File: config.mk
export PLATFORM = sky130hd
export DESIGN_NAME = mastermind_feedback_flat
export DESIGN_NICKNAME = d
export VERILOG_FILES = /design/src/rtl/mastermind_feedback_pkg.sv /design/src/rtl/mastermind_feedback_if.sv /design/src/rtl/mastermind_color_count.sv /design/src/rtl/mastermind_feedback.sv /design/src/flat_wrapper.sv
export SDC_FILE = /design/constraint.sdc
export NUM_CORES = 1
export LEC_CHECK = 0
export ABC_CLOCK_PERIOD_IN_PS = 7000
export BUFFER_PORTS_ARGS = -buffer_cell sky130_fd_sc_hd__buf_2
export CORE_ASPECT_RATIO = 2
export CORE_MARGIN = 5
export CORE_UTILIZATION = 50
export CTS_BUF_LIST = sky130_fd_sc_hd__clkbuf_16
export CTS_CLUSTER_DIAMETER = 30
export DETAILED_ROUTE_END_ITERATION = 8
export PLACE_DENSITY = 0.79
export RECOVER_POWER = 50
export SLEW_MARGIN = 40
export SYNTH_ARGS = -nofsm -noshare
export SYNTH_HDL_FRONTEND = slang
export SYNTH_SLANG_ARGS = --single-unit
export TNS_END_PERCENT = 30
File: constraint.sdc
create_clock -name Clk -period 7 [get_ports Clk]
set_clock_uncertainty 0.1 [all_clocks]
set_input_delay 0.7 -clock Clk [delete_from_list [all_inputs] [get_ports Clk]]
set_output_delay 0.7 -clock Clk [all_outputs]
set_load 0.02 [all_outputs]
File: src/rtl/mastermind_feedback_pkg.sv
// Shared widths, colour codes, FSM encoding and peg helpers
// for the mastermind scoring stage.
package mastermind_feedback_pkg;

  localparam int COLOR_W  = 3;
  localparam int N_PEGS   = 4;
  localparam int N_ROWS   = 6;
  localparam int N_COLORS = 6;
  localparam int CODE_W   = N_PEGS * COLOR_W;
  localparam int SLOT_W   = 6;
  localparam int FB_W     = N_ROWS * SLOT_W;

  localparam logic [COLOR_W-1:0] COLOR_EMPTY = 3'd0;
  localparam logic [COLOR_W-1:0] LAST_COLOR  = 3'(N_COLORS);

  localparam logic [1:0] S_IDLE   = 2'd0;
  localparam logic [1:0] S_EXACT  = 2'd1;
  localparam logic [1:0] S_COLOR  = 2'd2;
  localparam logic [1:0] S_FINISH = 2'd3;

  function automatic logic [COLOR_W-1:0] peg(
    input logic [CODE_W-1:0] code,
    input int                i
  );
    return code[i*COLOR_W +: COLOR_W];
  endfunction

  function automatic logic is_color(input logic [COLOR_W-1:0] c);
    return (c != COLOR_EMPTY) && (c <= LAST_COLOR);
  endfunction

endpackage

File: src/rtl/mastermind_feedback_if.sv
// Request/result bundle between mastermind_core (master)
// and the feedback scorer (slave).
interface mastermind_feedback_if;
  import mastermind_feedback_pkg::*;

  logic              clear;
  logic              start;
  logic [CODE_W-1:0] guess;
  logic [CODE_W-1:0] answer;
  logic [2:0]        row;
  logic              busy;
  logic              done;
  logic [2:0]        exact;
  logic [2:0]        partial;
  logic              win;
  logic [FB_W-1:0]   feedback_flat;

  modport master (
    output clear, start, guess, answer, row,
    input  busy, done, exact, partial, win, feedback_flat
  );

  modport slave (
    input  clear, start, guess, answer, row,
    output busy, done, exact, partial, win, feedback_flat
  );

endinterface

File: src/rtl/mastermind_color_count.sv
// Counts how many pegs of a packed code carry a given colour.
// Purely combinational; one instance per code.
module mastermind_color_count
  import mastermind_feedback_pkg::*;
(
  input  logic [CODE_W-1:0]  i_code,
  input  logic [COLOR_W-1:0] i_color,
  output logic [2:0]         o_count
);

  always_comb begin
    o_count = 3'd0;
    for (int i = 0; i < N_PEGS; i++) begin
      if (peg(i_code, i) == i_color)
        o_count = o_count + 3'd1;
    end
  end

endmodule

File: src/rtl/mastermind_feedback.sv
// Guess scorer: exact count in one cycle, then one colour per
// cycle for the colour-match total; fixed 8-cycle latency.
module mastermind_feedback
  import mastermind_feedback_pkg::*;
(
  input  logic                 Clk,
  input  logic                 Reset,
  mastermind_feedback_if.slave bus
);

  logic [1:0]         r_state;
  logic [CODE_W-1:0]  r_guess;
  logic [CODE_W-1:0]  r_answer;
  logic [2:0]         r_row;
  logic [2:0]         r_exact_r;
  logic [2:0]         r_total;
  logic [COLOR_W-1:0] r_c;
  logic [2:0]         r_exact;
  logic [2:0]         r_partial;
  logic               r_done;
  logic               r_win;
  logic [FB_W-1:0]    r_fb;

  logic [2:0] w_cnt_g;
  logic [2:0] w_cnt_a;
  logic [2:0] w_min;
  logic [2:0] w_exact;
  logic [2:0] w_partial;

  mastermind_color_count u_cnt_g (
    .i_code  (r_guess),
    .i_color (r_c),
    .o_count (w_cnt_g)
  );

  mastermind_color_count u_cnt_a (
    .i_code  (r_answer),
    .i_color (r_c),
    .o_count (w_cnt_a)
  );

  assign w_min = (w_cnt_g < w_cnt_a) ? w_cnt_g : w_cnt_a;

  // Empty (0) and invalid (7) pegs never count as exact hits
  always_comb begin
    w_exact = 3'd0;
    for (int i = 0; i < N_PEGS; i++) begin
      if (peg(r_guess, i) == peg(r_answer, i) &&
          is_color(peg(r_guess, i)))
        w_exact = w_exact + 3'd1;
    end
  end

  assign w_partial = r_total - r_exact_r;

  always_ff @(posedge Clk or posedge Reset) begin
    if (Reset) begin
      r_state   <= S_IDLE;
      r_guess   <= '0;
      r_answer  <= '0;
      r_row     <= '0;
      r_exact_r <= '0;
      r_total   <= '0;
      r_c       <= '0;
      r_exact   <= '0;
      r_partial <= '0;
      r_done    <= 1'b0;
      r_win     <= 1'b0;
      r_fb      <= '0;
    end else if (bus.clear) begin
      r_state   <= S_IDLE;
      r_exact_r <= '0;
      r_total   <= '0;
      r_c       <= '0;
      r_exact   <= '0;
      r_partial <= '0;
      r_done    <= 1'b0;
      r_win     <= 1'b0;
      r_fb      <= '0;
    end else begin
      r_done <= 1'b0;
      unique case (r_state)
        S_IDLE: begin
          if (bus.start) begin
            r_guess  <= bus.guess;
            r_answer <= bus.answer;
            r_row    <= bus.row;
            r_state  <= S_EXACT;
          end
        end
        S_EXACT: begin
          r_exact_r <= w_exact;
          r_total   <= 3'd0;
          r_c       <= 3'd1;
          r_state   <= S_COLOR;
        end
        S_COLOR: begin
          r_total <= r_total + w_min;
          r_c     <= r_c + 3'd1;
          if (r_c == LAST_COLOR)
            r_state <= S_FINISH;
        end
        S_FINISH: begin
          r_exact   <= r_exact_r;
          r_partial <= w_partial;
          r_done    <= 1'b1;
          r_win     <= (r_exact_r == 3'd4);
          for (int r = 0; r < N_ROWS; r++) begin
            if (r_row == 3'(r))
              r_fb[r*SLOT_W +: SLOT_W] <= {r_exact_r, w_partial};
          end
          r_state <= S_IDLE;
        end
        default: r_state <= S_IDLE;
      endcase
    end
  end

  assign bus.busy          = (r_state != S_IDLE);
  assign bus.done          = r_done;
  assign bus.exact         = r_exact;
  assign bus.partial       = r_partial;
  assign bus.win           = r_win;
  assign bus.feedback_flat = r_fb;

endmodule

File: src/flat_wrapper.sv
// flat-port wrapper written by rule: the top's interface ports become plain ports
module mastermind_feedback_flat import mastermind_feedback_pkg::*;
  (Clk, Reset, bus_clear, bus_start, bus_guess, bus_answer, bus_row, bus_busy, bus_done, bus_exact, bus_partial, bus_win, bus_feedback_flat);
  mastermind_feedback_if bus_i ();
  input  logic Clk;
  input  logic Reset;
  input wire logic [$bits(bus_i.clear)-1:0] bus_clear;
  input wire logic [$bits(bus_i.start)-1:0] bus_start;
  input wire logic [$bits(bus_i.guess)-1:0] bus_guess;
  input wire logic [$bits(bus_i.answer)-1:0] bus_answer;
  input wire logic [$bits(bus_i.row)-1:0] bus_row;
  output wire logic [$bits(bus_i.busy)-1:0] bus_busy;
  output wire logic [$bits(bus_i.done)-1:0] bus_done;
  output wire logic [$bits(bus_i.exact)-1:0] bus_exact;
  output wire logic [$bits(bus_i.partial)-1:0] bus_partial;
  output wire logic [$bits(bus_i.win)-1:0] bus_win;
  output wire logic [$bits(bus_i.feedback_flat)-1:0] bus_feedback_flat;
  assign bus_i.clear = bus_clear;
  assign bus_i.start = bus_start;
  assign bus_i.guess = bus_guess;
  assign bus_i.answer = bus_answer;
  assign bus_i.row = bus_row;
  assign bus_busy = bus_i.busy;
  assign bus_done = bus_i.done;
  assign bus_exact = bus_i.exact;
  assign bus_partial = bus_i.partial;
  assign bus_win = bus_i.win;
  assign bus_feedback_flat = bus_i.feedback_flat;
  mastermind_feedback u_core (.Clk(Clk), .Reset(Reset), .bus(bus_i));
endmodule
; ---- Word level (Yosys, flattened, before mapping)
; Index checks and enable logic that the tools add are counted.
[totals]
regBits = 82
elab_cells = 130
[op_classes]
eq_ne = 24
bitwise_logic = 1
addsub = 12
n_reduce_logical = 32
magnitude_cmp = 5
n_mux = 39
[ops]
columns = operator, count
row1 = $mux W36, 2
row2 = $mux W3, 18
row3 = $eq A3 B3 Y1, 12
row4 = $mux W6, 6
row5 = $add A3 B1 Y3 const B, 9
row6 = $reduce_bool A2 Y1, 9
row7 = $reduce_bool A3 Y1, 5
row8 = $reduce_and A2 Y1, 7
row9 = $eq A3 B3 Y1 const B, 4
row10 = $le A3 B3 Y1 const B, 4
row11 = $pmux W3 S2, 2
row12 = $logic_and A1 B1 Y1, 8
row13 = $pmux W2 S4, 1
row14 = $mux W1, 7
row15 = $eq A3 B2 Y1 const B, 2
row16 = $mux W2, 3
row17 = $eq A2 B2 Y1 const B, 2
row18 = $add A3 B3 Y3, 1
row19 = $eq A3 B1 Y1 const B, 1
row20 = $logic_not A3 Y1, 1
row21 = $lt A3 B3 Y1, 1
row22 = $ne A3 B2 Y1 const B, 1
row23 = $ne A3 B3 Y1 const B, 1
row24 = $reduce_and A3 Y1, 1
row25 = 5 further kinds, 5

; ---- Logic depth before layout (Yosys ltp)
[depth]
depth_word = 13
depth_mapped = 20
ltp_nobuf = 19

; ---- By module
; Synthesis repeated with hierarchy kept, for this count alone.
[unflattened]
cells_unflattened = 424
area_unflattened_um2 = 4464.3
[by_module_without_submodules]
columns = module, n_inst, area_per_inst_um2, cells_each, seq_area_each_um2
row1 = mastermind_feedback, 1, 3936.3, 364, 2052.0
row2 = mastermind_color_count, 2, 264.0, 30, 0.0

; ---- Least setup slack after synthesis
; OpenSTA, ideal clock, no wires.
[synth_path]
kind = reg2reg
startpoint = register u_core.r_c[0]
endpoint = register u_core.r_total[2]
path_stages_with_launch = 20
setup_ns = 0.132
path_slack_ns = 3.169
arrival_time_ns = 3.599
t_required_ns = 6.768
path_cell_list = dfrtp_1 buf_6 xnor2_1 and3_1 ha_1 or4_1 nand2_1 ha_1 nand2_1 xnor2_1 ha_1 inv_1 a21oi_1 a21oi_1 a21oi_1 ha_1 fa_1 xnor2_1 a21oi_1 nor2_1
[synth_via]
elab_chain_cells = 13
[synth_rtl]
columns = element, line_no
row1 = "start, declared", mastermind_feedback.sv:17  ; logic [COLOR_W-1:0] r_c;
row2 = "start signal, assigned", mastermind_feedback.sv:99  ; r_c <= r_c + 3'd1;
row3 = $eq A3 B3 Y1, mastermind_color_count.sv:14  ; if (peg(i_code, i) == i_color)
row4 = $mux W1, mastermind_color_count.sv:14
row5 = $add A3 B1 Y3, mastermind_color_count.sv:15  ; o_count = o_count + 3'd1;
row6 = $mux W3, mastermind_color_count.sv:14
row7 = $add A3 B1 Y3, mastermind_color_count.sv:15
row8 = $mux W3, mastermind_color_count.sv:14
row9 = $add A3 B1 Y3, mastermind_color_count.sv:15
row10 = $mux W3, mastermind_color_count.sv:14
row11 = $lt A3 B3 Y1, mastermind_feedback.sv:42  ; assign w_min = (w_cnt_g < w_cnt_a) ? w_cnt_g : w_cnt_a;
row12 = $mux W3 *, mastermind_feedback.sv:42
row13 = $add A3 B3 Y3 *, mastermind_feedback.sv:98  ; r_total <= r_total + w_min;
row14 = $pmux W3 S2 *, mastermind_feedback.sv:82  ; unique case (r_state)
row15 = $mux W3 *, mastermind_feedback.sv:70  ; end else if (bus.clear) begin
row16 = "end signal, assigned", mastermind_feedback.sv:98
row17 = "end, declared", mastermind_feedback.sv:16  ; logic [2:0] r_total;
; Every way passes the cells marked *; elsewhere a longest branch is shown, timed or not.
; A chain may end at the register's enable or synchronous reset.

==> qor.yml <==
outcome: "finished with violations"
violations: "capacitance limit, slew limit"
finalWeightedCongestion: 0.796
synth_cells: 418
row_count: 48
worst-r2r-setup-slack_ns: 2.80
power.share.clock_pct: 22.4
wl_per_cell_um: 16.5
p_sw_w: 0.000850
hpwl_mm: 7.22
insertion_delay_ns: 0.34
min_path_type: "flip-flop to flip-flop"
via_per_inst: 5.54
switching_share_pct: 39.9
setup_violations: 0
grt_first_pass_wirelength_mm: 16.2
cts_made_buffers: 9
avgSynthCellArea_um2: 10.7
cp_common_cell: "clkbuf_1"
fin_nets: 540
yosys_most_used_dff: "dfrtp_1"
drcViolationCount: 0
synth-seq-cells: 82
rsz0062_at_grt: "no"
intPower_w: 0.00128
synth_fa_ha_area_share_pct: 6.78
synth-simple-area-share_pct: 13.8
wirelength_mm: 9.77
synth_top_family_by_area: "multiplexers"
ant_nets: 0
num_vias: 3273
core-area_um2: 8710
layout_commonest_cell: "dfrtp_1"
cts_root_buffer: "clkbuf_16"
pin_count: 76
start_util_pct: 51.3
finalCritPeriodShare_pct: 63.9
grt_max_degree: 83
max-cap-violations: 1
cts_hold_buf: 0
cts_resized: 0
end_kind: "asynchronous set/reset pin"
port_buffers: 75
drt_pre_antenna_iters: 4
critPathTopFamily: "buffers and inverters"
fmax_ghz: 0.224
ys.warnings.count: 0
cp-start-kind: "primary input"
drv_slew: 83
critical_path.slowest_cell: "clkbuf_1"
syn2layout_area_growth_pct: 16.2
maxSlewHeadroom_pct: -182
syn_area_um2: 4470
synth_compound_area_share_pct: 7.45
worstSetupPathType: "primary input to asynchronous set/reset pin"
comb_power_share_pct: 41.6
slowest_delay_ns: 2.97
antenna_cells: 0
synthArstFlopShare_pct: 100
synth_edf_count: 0
die_x_um: 76.8
ys_seq_area_share_pct: 45.9
cts_max_level: 3
arrival_ns: 3.83
clock_sinks: 82
grt_usage_pct: 18.5
mostFrequentLayoutCells: "dfrtp_1 (82), nor2_1 (63), buf_2 (57)"
grt_pass1_vias: 3514
fp.dieH_um: 144
worst_ep_required_time_ns: 6.36
drt-initial-drc-count: 112
die_area_um2: 11000
clk_pin_slew_ns: 0.06
cts_tree: "done"
synthXorXnorAreaFrac_pct: 8.24
leakagePower_nw: 2.50
grt-ovfl-total: 0
p_per_area_nw_per_um2: 411
cts_setup_buffers: 0
vdd_drop_max_uv: 314
crit_buf_inv: 3
drive_gt1_share_pct: 22.8
critical_path.cell_chain: "clkbuf_1, clkinvlp_2, clkbuf_1"
final-hold-violation-count: 0
syn_nets: 472
ys_types: 44
period_minus_slack_ns: 4.47
seqPwrFrac_pct: 36.0
synth_mux_area_share_pct: 14.0
fin_setup_tns_ns: 0
antenna_found_initial: 0
tightest_slew_ns: 4.24
post-route-util_pct: 59.6
crit_fanout: 82
clockBufferDepth: 2
[registers in the layout (all words and copies together) (netlist names)]
name	flops
u_core.bus.done	1
u_core.bus.exact	3
u_core.bus.feedback_flat	36
u_core.bus.partial	3
u_core.bus.win	1
u_core.r_answer	12
u_core.r_c	3
u_core.r_exact_r	3
u_core.r_guess	12
u_core.r_row	3
u_core.r_state	2
u_core.r_total	3
[synth_stat cells (6+ instances only)]
cell	instances	area (um^2)
a211oi_1	7	52.6
a21oi_1	18	90.1
clkbuf_1	17	63.8
dfrtp_1	82	2050
ha_1	21	263
inv_1	19	71.3
mux2_2	27	304
mux2i_1	32	320
nand2_1	15	56.3
nand3_1	6	30.0
nor2_1	63	236
nor3_1	6	30.0
o21ai_0	7	35.0
xnor2_1	21	184
xor2_1	21	184
[cells by family (layout without fill, tap and decap cells)]
group	Yosys count	in the layout
AO/OA/AOI/OAI	50	50
flip-flops	82	82
multiplexers	59	59
XOR/XNOR	42	42
buffers and inverters	40	113
adder cells (fa/ha/maj)	23	23
AND/OR/NAND/NOR	122	122
[worst min-delay path: stages (launching register included)]
cell and delay [ns]:
dfrtp_1 0.34, nand2_1 0.04, o21ai_0 0.06
[path summary, 6_finish.rpt]
check | start | endpoint | cells after the start
max in group Clk | u_core.r_c[2] | u_core.r_total[2] | 18
max reg2reg | u_core.r_c[2] | u_core.r_total[2] | 18
min in group asynchronous | Reset | u_core.r_answer[0] | 3
max | Reset | u_core.bus.exact[1] | 3
min reg2reg | u_core.bus.feedback_flat[14] | u_core.bus.feedback_flat[14] | 2
min | u_core.bus.feedback_flat[14] | u_core.bus.feedback_flat[14] | 2
[power groups by stage]
stage | sequential, W | clock (W) | combinational [W]
2_1_floorplan | 0.000694 | 0 | 0.000753
3_3_place_gp | 0.000758 | 0 | 0.000836
3_5_place_dp | 0.000775 | 0 | 0.000888
4_1_cts | 0.000767 | 0.000486 | 0.000897
5_1_grt | 0.000789 | 0.000508 | 0.000996
6_report | 0.000768 | 0.000477 | 0.000888
[cell type report]
type | instances | area [um^2]
clock inverters | 7 | 75.1
fillers | 711 | 3520
inverters | 20 | 76.3
multi-input cells | 296 | 2270
well taps | 100 | 125
clock buffers | 9 | 225
flip-flops and latches | 82 | 2050
repair buffers | 77 | 368
[routing by layer]
layer | routed length [um] | up-vias | global-route usage [%]
met5 | 0 | - | 0
met4 | 435 | 0 | 13.1
met3 | 501 | 30 | 3.51
met2 | 5430 | 90 | 33.9
met1 | 3400 | 1588 | 18.4
li1 | - | 1565 | -
[metrics by stage]
| step | instance area [um^2] | setup WS (ns) | instances | hold slack (ns) | power (W) |
|---|---|---|---|---|---|
| finish | 5190 | 2.53 | 591 | 0.385 | 0.00213 |
| global route | 5190 | 1.59 | 591 | 0.422 | 0.00229 |
| CTS | 5220 | 2.77 | 591 | 0.389 | 0.00215 |
| detailed placement | 4920 | 2.81 | 575 | 0.375 | 0.00166 |
| global placement | 4890 | 2.92 | 575 | 0.356 | 0.00159 |
| floorplan | 4470 | 3.17 | 418 | 0.438 | 0.00145 |
Power figures use the tool's default switching activity.
